$ cat config.mk
export PLATFORM = sky130hd
export DESIGN_NAME = load_store_unit_flat
export DESIGN_NICKNAME = d
export VERILOG_FILES = /design/src/rtl/load_store_unit_pkg.sv /design/src/rtl/load_store_unit_if.sv /design/src/rtl/load_store_unit_align.sv /design/src/rtl/load_store_unit.sv /design/src/flat_wrapper.sv
export SDC_FILE = /design/constraint.sdc
export NUM_CORES = 1
export LEC_CHECK = 0
export BUFFER_PORTS_ARGS = -buffer_cell sky130_fd_sc_hd__buf_4
export CAP_MARGIN = 20
export CORE_MARGIN = 5
export CORE_UTILIZATION = 50
export DETAILED_ROUTE_END_ITERATION = 10
export PLACE_DENSITY = 0.81
export SKIP_CTS_REPAIR_TIMING = 1
export SLEW_MARGIN = 20
export SYNTH_ARGS = -nofsm -noshare
export SYNTH_HDL_FRONTEND = slang
export SYNTH_SLANG_ARGS = --single-unit
$ cat constraint.sdc
create_clock -name clk -period 4.97 [get_ports clk]
set_input_delay 0.7455 -clock clk [delete_from_list [all_inputs] [get_ports clk]]
set_output_delay 0.7455 -clock clk [all_outputs]
set_load 0.01 [all_outputs]
$ cat src/rtl/load_store_unit_pkg.sv
// rtl/load_store_unit_pkg.sv - shared types, funct3 encodings and alignment helper for the load/store unit
package load_store_unit_pkg;

   typedef enum logic [1:0] {
      IDLE = 2'd0,
      REQ  = 2'd1,
      DONE = 2'd2
   } lsu_state_t;

   localparam logic [2:0] LS_B  = 3'b000;
   localparam logic [2:0] LS_H  = 3'b001;
   localparam logic [2:0] LS_W  = 3'b010;
   localparam logic [2:0] LS_BU = 3'b100;
   localparam logic [2:0] LS_HU = 3'b101;

   // Halfwords need an even address, words a fully aligned one; bytes never fault.
   function automatic logic misaligned(input logic [2:0] f3, input logic [1:0] lo);
      return ((f3[1:0] == LS_H[1:0]) && lo[0]) ||
             ((f3[1:0] == LS_W[1:0]) && (lo != 2'b00));
   endfunction

endpackage

$ cat src/rtl/load_store_unit_if.sv
// rtl/load_store_unit_if.sv - req/ack data-bus interface between the load/store unit and data memory
interface load_store_unit_if;
   logic        mem_req;
   logic        mem_we;
   logic [31:0] mem_addr;
   logic [3:0]  mem_be;
   logic [31:0] mem_wdata;
   logic        mem_ack;
   logic [31:0] mem_rdata;

   modport master (
      output mem_req, mem_we, mem_addr, mem_be, mem_wdata,
      input  mem_ack, mem_rdata
   );

   modport slave (
      input  mem_req, mem_we, mem_addr, mem_be, mem_wdata,
      output mem_ack, mem_rdata
   );
endinterface

$ cat src/rtl/load_store_unit_align.sv
// rtl/load_store_unit_align.sv - lsu_align: store byte-lane steering and load lane select/extension
module lsu_align
   import load_store_unit_pkg::*;
(
   input  logic [2:0]  funct3,
   input  logic [1:0]  addr_lo,
   input  logic [31:0] wdata,
   input  logic [31:0] rdata_raw,
   output logic [3:0]  be,
   output logic [31:0] wdata_lane,
   output logic [31:0] rdata_ext
);

   logic [1:0]  lane;
   logic [31:0] shifted;
   logic        sext;

   always_comb begin
      lane       = 2'b00;
      be         = 4'b1111;
      wdata_lane = wdata;
      sext       = ~funct3[2];
      case (funct3[1:0])
         LS_B[1:0]: begin
            lane       = addr_lo;
            be         = 4'b0001 << addr_lo;
            wdata_lane = {4{wdata[7:0]}};
         end
         LS_H[1:0]: begin
            lane       = {addr_lo[1], 1'b0};
            be         = 4'b0011 << {addr_lo[1], 1'b0};
            wdata_lane = {2{wdata[15:0]}};
         end
         default: ;
      endcase

      // Bring the addressed lane down to bit 0, then extend by size/sign.
      shifted = rdata_raw >> {lane, 3'b000};
      case (funct3[1:0])
         LS_B[1:0]: rdata_ext = {{24{sext & shifted[7]}}, shifted[7:0]};
         LS_H[1:0]: rdata_ext = {{16{sext & shifted[15]}}, shifted[15:0]};
         default:   rdata_ext = shifted;
      endcase
   end

endmodule

$ cat src/rtl/load_store_unit.sv
// rtl/load_store_unit.sv - data-memory stage FSM with req/ack bus, wait timeout and stall; optional LSU_MISALIGN_CHECK_EN
module load_store_unit
   import load_store_unit_pkg::*;
#(
   parameter int MAX_WAIT = 255
) (
   input  logic               clk,
   input  logic               rst,
   input  logic               start,
   input  logic               dbus_re,
   input  logic               dbus_we,
   input  logic [2:0]         funct3,
   input  logic [31:0]        addr,
   input  logic [31:0]        wdata,
   output logic               stall,
   output logic [31:0]        rdata,
   output logic               rdata_valid,
   output logic               bus_err,
   load_store_unit_if.master  bus
);

   localparam int WAIT_W = (MAX_WAIT < 1) ? 1 : $clog2(MAX_WAIT + 1);
   localparam logic [WAIT_W-1:0] WAIT_LAST = WAIT_W'(MAX_WAIT - 1);
   localparam logic [WAIT_W-1:0] WAIT_SAT  = WAIT_W'(MAX_WAIT);

   lsu_state_t state, state_next;

   logic [31:0]       addr_q;
   logic [31:0]       wdata_q;
   logic [2:0]        funct3_q;
   logic              we_q;
   logic              err_q;
   logic [WAIT_W-1:0] wait_cnt;

   logic        access;
   logic        misalign_hit;
   logic        timeout;
   logic [3:0]  be_lane;
   logic [31:0] wdata_lane;
   logic [31:0] rdata_ext;

   assign access  = start && (dbus_re || dbus_we);
   assign timeout = (wait_cnt >= WAIT_LAST);

`ifdef LSU_MISALIGN_CHECK_EN
   assign misalign_hit = misaligned(funct3, addr[1:0]);
`else
   assign misalign_hit = 1'b0;
`endif

   lsu_align u_align (
      .funct3     (funct3_q),
      .addr_lo    (addr_q[1:0]),
      .wdata      (wdata_q),
      .rdata_raw  (bus.mem_rdata),
      .be         (be_lane),
      .wdata_lane (wdata_lane),
      .rdata_ext  (rdata_ext)
   );

   always_ff @(posedge clk or posedge rst) begin
      if (rst) state <= IDLE;
      else     state <= state_next;
   end

   // Bus outputs are zeroed outside REQ so an async reset drops the request at once.
   always_comb begin
      state_next    = state;
      stall         = 1'b0;
      rdata_valid   = 1'b0;
      bus_err       = 1'b0;
      bus.mem_req   = 1'b0;
      bus.mem_we    = 1'b0;
      bus.mem_addr  = 32'h0;
      bus.mem_be    = 4'h0;
      bus.mem_wdata = 32'h0;
      case (state)
         IDLE: begin
            if (access) begin
               stall      = 1'b1;
               state_next = misalign_hit ? DONE : REQ;
            end
         end
         REQ: begin
            stall         = 1'b1;
            bus.mem_req   = 1'b1;
            bus.mem_we    = we_q;
            bus.mem_addr  = {addr_q[31:2], 2'b00};
            bus.mem_be    = be_lane;
            bus.mem_wdata = wdata_lane;
            if (bus.mem_ack || timeout) state_next = DONE;
         end
         DONE: begin
            rdata_valid = !we_q && !err_q;
            bus_err     = err_q;
            state_next  = IDLE;
         end
         default: state_next = IDLE;
      endcase
   end

   always_ff @(posedge clk or posedge rst) begin
      if (rst) begin
         addr_q   <= 32'h0;
         wdata_q  <= 32'h0;
         funct3_q <= 3'b000;
         we_q     <= 1'b0;
         err_q    <= 1'b0;
         wait_cnt <= '0;
         rdata    <= 32'h0;
      end else begin
         case (state)
            IDLE: begin
               if (access) begin
                  addr_q   <= addr;
                  wdata_q  <= wdata;
                  funct3_q <= funct3;
                  we_q     <= dbus_we;
                  err_q    <= misalign_hit;
                  wait_cnt <= '0;
                  if (misalign_hit && !dbus_we) rdata <= 32'h0;
               end
            end
            REQ: begin
               if (bus.mem_ack) begin
                  if (!we_q) rdata <= rdata_ext;
               end else if (timeout) begin
                  err_q <= 1'b1;
                  if (!we_q) rdata <= 32'h0;
               end else if (wait_cnt != WAIT_SAT) begin
                  wait_cnt <= wait_cnt + 1'b1;
               end
            end
            default: ;
         endcase
      end
   end

`ifndef SYNTHESIS
   always_ff @(posedge clk) begin
      if (!rst && state == IDLE && start)
         assert (!(dbus_re && dbus_we))
            else $error("lsu: dbus_re and dbus_we both set, access treated as store");
   end
`endif

endmodule

$ cat src/flat_wrapper.sv
// flat-port wrapper written by rule: the top's interface ports become plain ports
module load_store_unit_flat import load_store_unit_pkg::*;
#(
   parameter int MAX_WAIT = 255
)
  (clk, rst, start, dbus_re, dbus_we, funct3, addr, wdata, stall, rdata, rdata_valid, bus_err, bus_mem_req, bus_mem_we, bus_mem_addr, bus_mem_be, bus_mem_wdata, bus_mem_ack, bus_mem_rdata);
  load_store_unit_if bus_i ();
  input  logic clk;
  input  logic rst;
  input  logic start;
  input  logic dbus_re;
  input  logic dbus_we;
  input  logic [2:0] funct3;
  input  logic [31:0] addr;
  input  logic [31:0] wdata;
  output logic stall;
  output logic [31:0] rdata;
  output logic rdata_valid;
  output logic bus_err;
  output wire logic [$bits(bus_i.mem_req)-1:0] bus_mem_req;
  output wire logic [$bits(bus_i.mem_we)-1:0] bus_mem_we;
  output wire logic [$bits(bus_i.mem_addr)-1:0] bus_mem_addr;
  output wire logic [$bits(bus_i.mem_be)-1:0] bus_mem_be;
  output wire logic [$bits(bus_i.mem_wdata)-1:0] bus_mem_wdata;
  input wire logic [$bits(bus_i.mem_ack)-1:0] bus_mem_ack;
  input wire logic [$bits(bus_i.mem_rdata)-1:0] bus_mem_rdata;
  assign bus_mem_req = bus_i.mem_req;
  assign bus_mem_we = bus_i.mem_we;
  assign bus_mem_addr = bus_i.mem_addr;
  assign bus_mem_be = bus_i.mem_be;
  assign bus_mem_wdata = bus_i.mem_wdata;
  assign bus_i.mem_ack = bus_mem_ack;
  assign bus_i.mem_rdata = bus_mem_rdata;
  load_store_unit #(.MAX_WAIT(MAX_WAIT)) u_core (.clk(clk), .rst(rst), .start(start), .dbus_re(dbus_re), .dbus_we(dbus_we), .funct3(funct3), .addr(addr), .wdata(wdata), .stall(stall), .rdata(rdata), .rdata_valid(rdata_valid), .bus_err(bus_err), .bus(bus_i));
endmodule
# After elaboration in Yosys (flattened, before gate mapping)
# Index checks and enable logic that the tools add are counted.
[totals]
ff_bits = 111
wordCells = 71
inputBits = 105
output_inout_bits = 105
[op_classes]
n_mux = 29
bitwise_logic = 4
n_reduce_logical = 15
add_sub_neg = 1
n_shift = 3
eq_ne = 10
n_lt_le_gt_ge = 1
[ops]
columns = ["op", "n"]
rows = [
  ["$mux W32", 6],
  ["$pmux W32 S2", 2],
  ["$mux W8", 4],
  ["$shr A32 B5 Y32", 1],
  ["$pmux W8 S2", 1],
  ["$add A8 B1 Y8 const B", 1],
  ["$ge A8 B8 Y1 const B", 1],
  ["$mux W1", 8],
  ["$ne A2 B1 Y1 const B", 4],
  ["$ne A8 B8 Y1 const B", 1],
  ["$pmux W2 S2", 2],
  ["$pmux W4 S2", 1],
  ["$reduce_and A5 Y1", 1],
  ["$eq A2 B1 Y1 const B", 2],
  ["$logic_not A2 Y1", 2],
  ["$mux W2", 2],
  ["$mux W4", 1],
  ["$ne A2 B2 Y1 const B", 2],
  ["$pmux W1 S2", 2],
  ["$reduce_and A2 Y1", 2],
  ["$reduce_and A4 Y1", 1],
  ["$reduce_bool A2 Y1", 2],
  ["$shl A1 B2 Y4 const A", 1],
  ["$shl A2 B2 Y4 const A", 1],
  ["7 further kinds", 12],
]

# Depth between registers and ports, before layout
[logic_depth]
ltp_word = 7
mapped_depth = 8
ltp_nobuf = 7

# Hierarchy
# A second synthesis with hierarchy kept.
[unflattened]
hier_cells = 651
hier_area_um2 = 6109.6
[modules_own_cells]
columns = ["mod", "area_per_inst_um2", "cells_each", "seq_area_each_um2", "n_inst"]
rows = [
  ["load_store_unit", 4815.9, 507, 2777.7, 1],
  ["lsu_align", 1293.7, 144, 0.0, 1],
]

# Worst setup path after synthesis
# Ideal clock, no wire load.
[synth_path]
path_type = "reg-to-output"
start = "reg u_core.funct3_q[1]"
end = "out bus_mem_wdata[10]"
n_path_buf = 2
arrival_ns = 1.512
slack_ns = 2.712
path_stages_with_launch = 6
required_ns = 4.225
path_cell_list = "dfrtp_1 -> clkbuf_1 -> nor2_1 -> clkbuf_1 -> nand2_1 -> a21oi_1"
[synth_via]
elab_chain_len = 3
elab_cells_between_ends = 4
cone_classes = "eq/ne (1); mux (2); reduce/logical (1)"
[synth_lines]
columns = ["element", "line", "text"]
rows = [
  ["start: declaration", "load_store_unit.sv:30", "logic [2:0] funct3_q;"],
  ["start signal: assignment", "load_store_unit.sv:117", "funct3_q <= funct3;"],
  ["$eq A2 B1 Y1 / $logic_not A2 Y1 (equally long branches)", "load_store_unit_align.sv:23", "case (funct3[1:0])"],
  ["$pmux W32 S2 (*)", "load_store_unit_align.sv:23", ""],
  ["$mux W32 (*)", "load_store_unit.sv:77", "case (state)"],
  ["end: declaration", "flat_wrapper.sv:24", "output wire logic [$bits(bus_i.mem_wdata)-1:0] bus_mem_wdata;"],
]
# Every way passes the cells marked *; elsewhere a longest branch is shown, timed or not.

# Worst setup path after layout
[layout_path]
start = "reg u_core.funct3_q[1]"
end = "out bus_mem_be[0]"
[layout_via]
elab_chain_len = 3
elab_cells_between_ends = 4
cone_classes = "eq/ne (1); mux (2); reduce/logical (1)"
[layout_lines]
columns = ["element", "line", "text"]
rows = [
  ["$eq A2 B1 Y1 / $logic_not A2 Y1 (equally long branches)", "load_store_unit_align.sv:23", ""],
  ["$pmux W4 S2 (*)", "load_store_unit_align.sv:23", ""],
  ["$mux W4 (*)", "load_store_unit.sv:77", ""],
  ["end: declaration", "flat_wrapper.sv:23", "output wire logic [$bits(bus_i.mem_be)-1:0] bus_mem_be;"],
]
# Marks and branches as above.

==> reports/metrics.cfg <==
[synthesis]
async_flop_share_pct = 100.0
seq_area_frac_synth_pct = 50.12
synthSimpleGateAreaFrac_pct = 29.01
synth_ff_type = dfrtp_1
postSynthCellCount = 638
yosysTopAreaCell = dfrtp_1
ys_warn_count = 0
synth_area_sq_um = 5542
ys_types = 44
synth.area.top_cells = dfrtp_1 50%, nand2_1 16%, mux2i_1 5.8%
synth-adder-area-share_pct = 0.4516
synth_compound_area_share_pct = 9.325
synth_commonest_cells = 234 x nand2_1, 111 x dfrtp_1, 45 x nor2_1, 40 x and2_1, 32 x mux2i_1
yosysMostFrequentCell = nand2_1
muxShareOfSynthArea_pct = 5.983
synth_area_per_cell_sq_um = 8.686
synth_top_family_by_area = simple AND/OR/NAND/NOR gates
synth-xor-area-share_pct = 0.7902
ys_seq_elements = 111
yosysTopAreaCellShare_pct = 50.12
synth_edf_count = 0

[clock_tree]
cts_max_path_buffers = 2
htreeDepth = 3
insertion_delay_ns = 0.36
clk_pin_slew_worst_paths_ns = 0.10
cts_made_buffers = 9
cts.sinks = 111
cts_tree = done
cts-root-buf = clkbuf_8

[drt]
drt_wl_total_microns = 16080
drt_drc_violations_left = 0
first_iter_violations = 382
dr.pass1.iters = 5
vias = 5095
avgRoutedWirePerCell_microns = 16.67
via_per_inst = 5.280
ant_nets = 0

[run]
drv_cap = 0

[place]
dp_hpwl_microns = 11700
port_buffers = 207
place_congestion = 0.8236
pre_cts_slack_ns = 1.820

[finish]
area_growth_pct = 32.22
drive_above_1_share_pct = 28.97
antennaDiodeCount = 0
finish.utilization_pct = 67.59
final_nets = 927

[setup_path]
cp_max_fo = 49
cpLargestDelayFamily = simple AND/OR/NAND/NOR gates
critPathKind = flip-flop to output port
path_buf_inv = 1
end_kind = output port
cp_cell_sequence = nand2b_1 > nand2_1 > a21oi_1 > buf_4
crit_path_top_delay_cell = dfrtp_2
cp_slowest_stage_delay_ns = 0.99
crit_required_ns = 4.22
arrival_ns = 2.74
worstSetupStartpointType = flip-flop

[die]
die_area_sq_um = 13290
placementRows = 38
fp.dieH_microns = 115.3
start_util_pct = 51.12
io_pins = 210
die_w_microns = 115.3
core_sq_um = 10840

[global_route]
track_usage_pct = 24.36
antenna_found_initial = 0
grt_max_degree = 77
grt_pass1_wl_microns = 25740
grt-ovfl-total = 0
grt_pass1_vias = 5167

[timing]
skew_ns = 0.01011
slew_headroom_pct = 30.13
finalSetupTns_ns = 0
worst_slack_ns = 1.485
rsz0062_at_grt = no
max_clock_freq_mhz = 286.9
setup_viol = 0
drv_slew = 0
finalCriticalPeriod_ns = 3.485
hold_slack_ns = 0.4739
finalHoldViolCount = 0
worstMarginPinSlew_ns = 1.048
fin_crit_sh_pct = 70.13

[worst_hold_path]
hold_path_class = flip-flop to flip-flop

[power_and_ir_drop]
vdd.ir_drop.worst_v = 0.0002673
leakage_uw = 0.003992
p_per_area_nw_per_um2 = 473.5

[run_status]
status = finished clean

[worst min-delay path: cells and delay by family (launching register included)]
kind,cells,cell delay (ns)
DFF,1,0.35
and+or+nand+nor,2,0.10
[layout make-up]
| cell class | count | area (sq um) |
|---|---|---|
| clock buffers | 13 | 138.9 |
| multi-input cells | 477 | 2539 |
| repair buffers | 212 | 1592 |
| fillers | 890 | 3513 |
| inverters | 9 | 36.28 |
| clock inverters | 3 | 67.56 |
| well taps | 140 | 175.2 |
| flip-flops and latches | 111 | 2779 |
[layout by cell type (no fill, tap or decap), types with 2 or more instances in the layout]
| cell | count |
|---|---|
| a211o_1 | 8 |
| a21o_1 | 3 |
| a21oi_1 | 20 |
| a22o_1 | 16 |
| a32o_1 | 7 |
| and2_1 | 40 |
| and3_1 | 3 |
| buf_4 | 212 |
| bufinv_16 | 2 |
| clkbuf_1 | 4 |
| clkbuf_8 | 9 |
| conb_1 | 2 |
| dfrtp_1 | 110 |
| ha_1 | 2 |
| inv_1 | 6 |
| inv_2 | 2 |
| mux2i_1 | 32 |
| nand2_1 | 234 |
| nand2b_1 | 17 |
| nand3_1 | 10 |
| nand4_1 | 4 |
| nor2_1 | 45 |
| nor3_1 | 3 |
| nor3_2 | 3 |
| o211ai_1 | 2 |
| o21ai_0 | 4 |
| o22ai_1 | 2 |
| xor2_1 | 5 |
[power by group]
part	switching (uW)	internal [uW]
Sequential	295	1210
Clock	288	286
Combinational	698	689
[layer usage]
layer / part of all wire, % / vias up / global-route usage, %
li1: - / 2442 / -
met1: 39 / 2449 / 30.59
met2: 51 / 190 / 41.40
met3: 9.1 / 14 / 7.211
met4: 1.3 / 0 / 6.103
met5: 0 / - / 0
[registers in the layout (all words and copies together) (netlist names)]
| name | count |
|---|---|
| u_core.we_q | 1 |
| u_core.addr_q | 32 |
| u_core.wdata_q | 32 |
| u_core.wait_cnt | 8 |
| u_core.funct3_q | 3 |
| u_core.rdata | 32 |
| u_core.state | 2 |
| u_core.err_q | 1 |
[path summary, 6_finish.rpt]
kind / from / to / slack (ns) / cells past startpoint
max: u_core.funct3_q[1] / bus_mem_be[0] / 1.48 / 4
min: u_core.addr_q[4] / u_core.addr_q[4] / 0.47 / 2
max reg2reg: u_core.funct3_q[1] / u_core.rdata[20] / 1.81 / 4
min reg2reg: u_core.addr_q[4] / u_core.addr_q[4] / 0.47 / 2
max in group asynchronous: rst / u_core.funct3_q[1] / 3.29 / 3
min in group asynchronous: rst / u_core.addr_q[30] / 0.54 / 2
[metrics by stage]
step	cells	cell area, sq um	total power [uW]
2_1_floorplan	639	5545	2262
5_1_grt	965	7327	3714
4_1_cts	965	7327	3497
3_3_place_gp	949	7121	2858
6_report	965	7327	3469
3_5_place_dp	949	7121	2917
[kinds of logic after synthesis]
group	after synthesis
other cells	1
compound gates	68
mux	33
fa+ha+maj	2
buf+inv	51
flops	111
xor+xnor	5
simple gates	367
(Power assumes the default switching activity.)
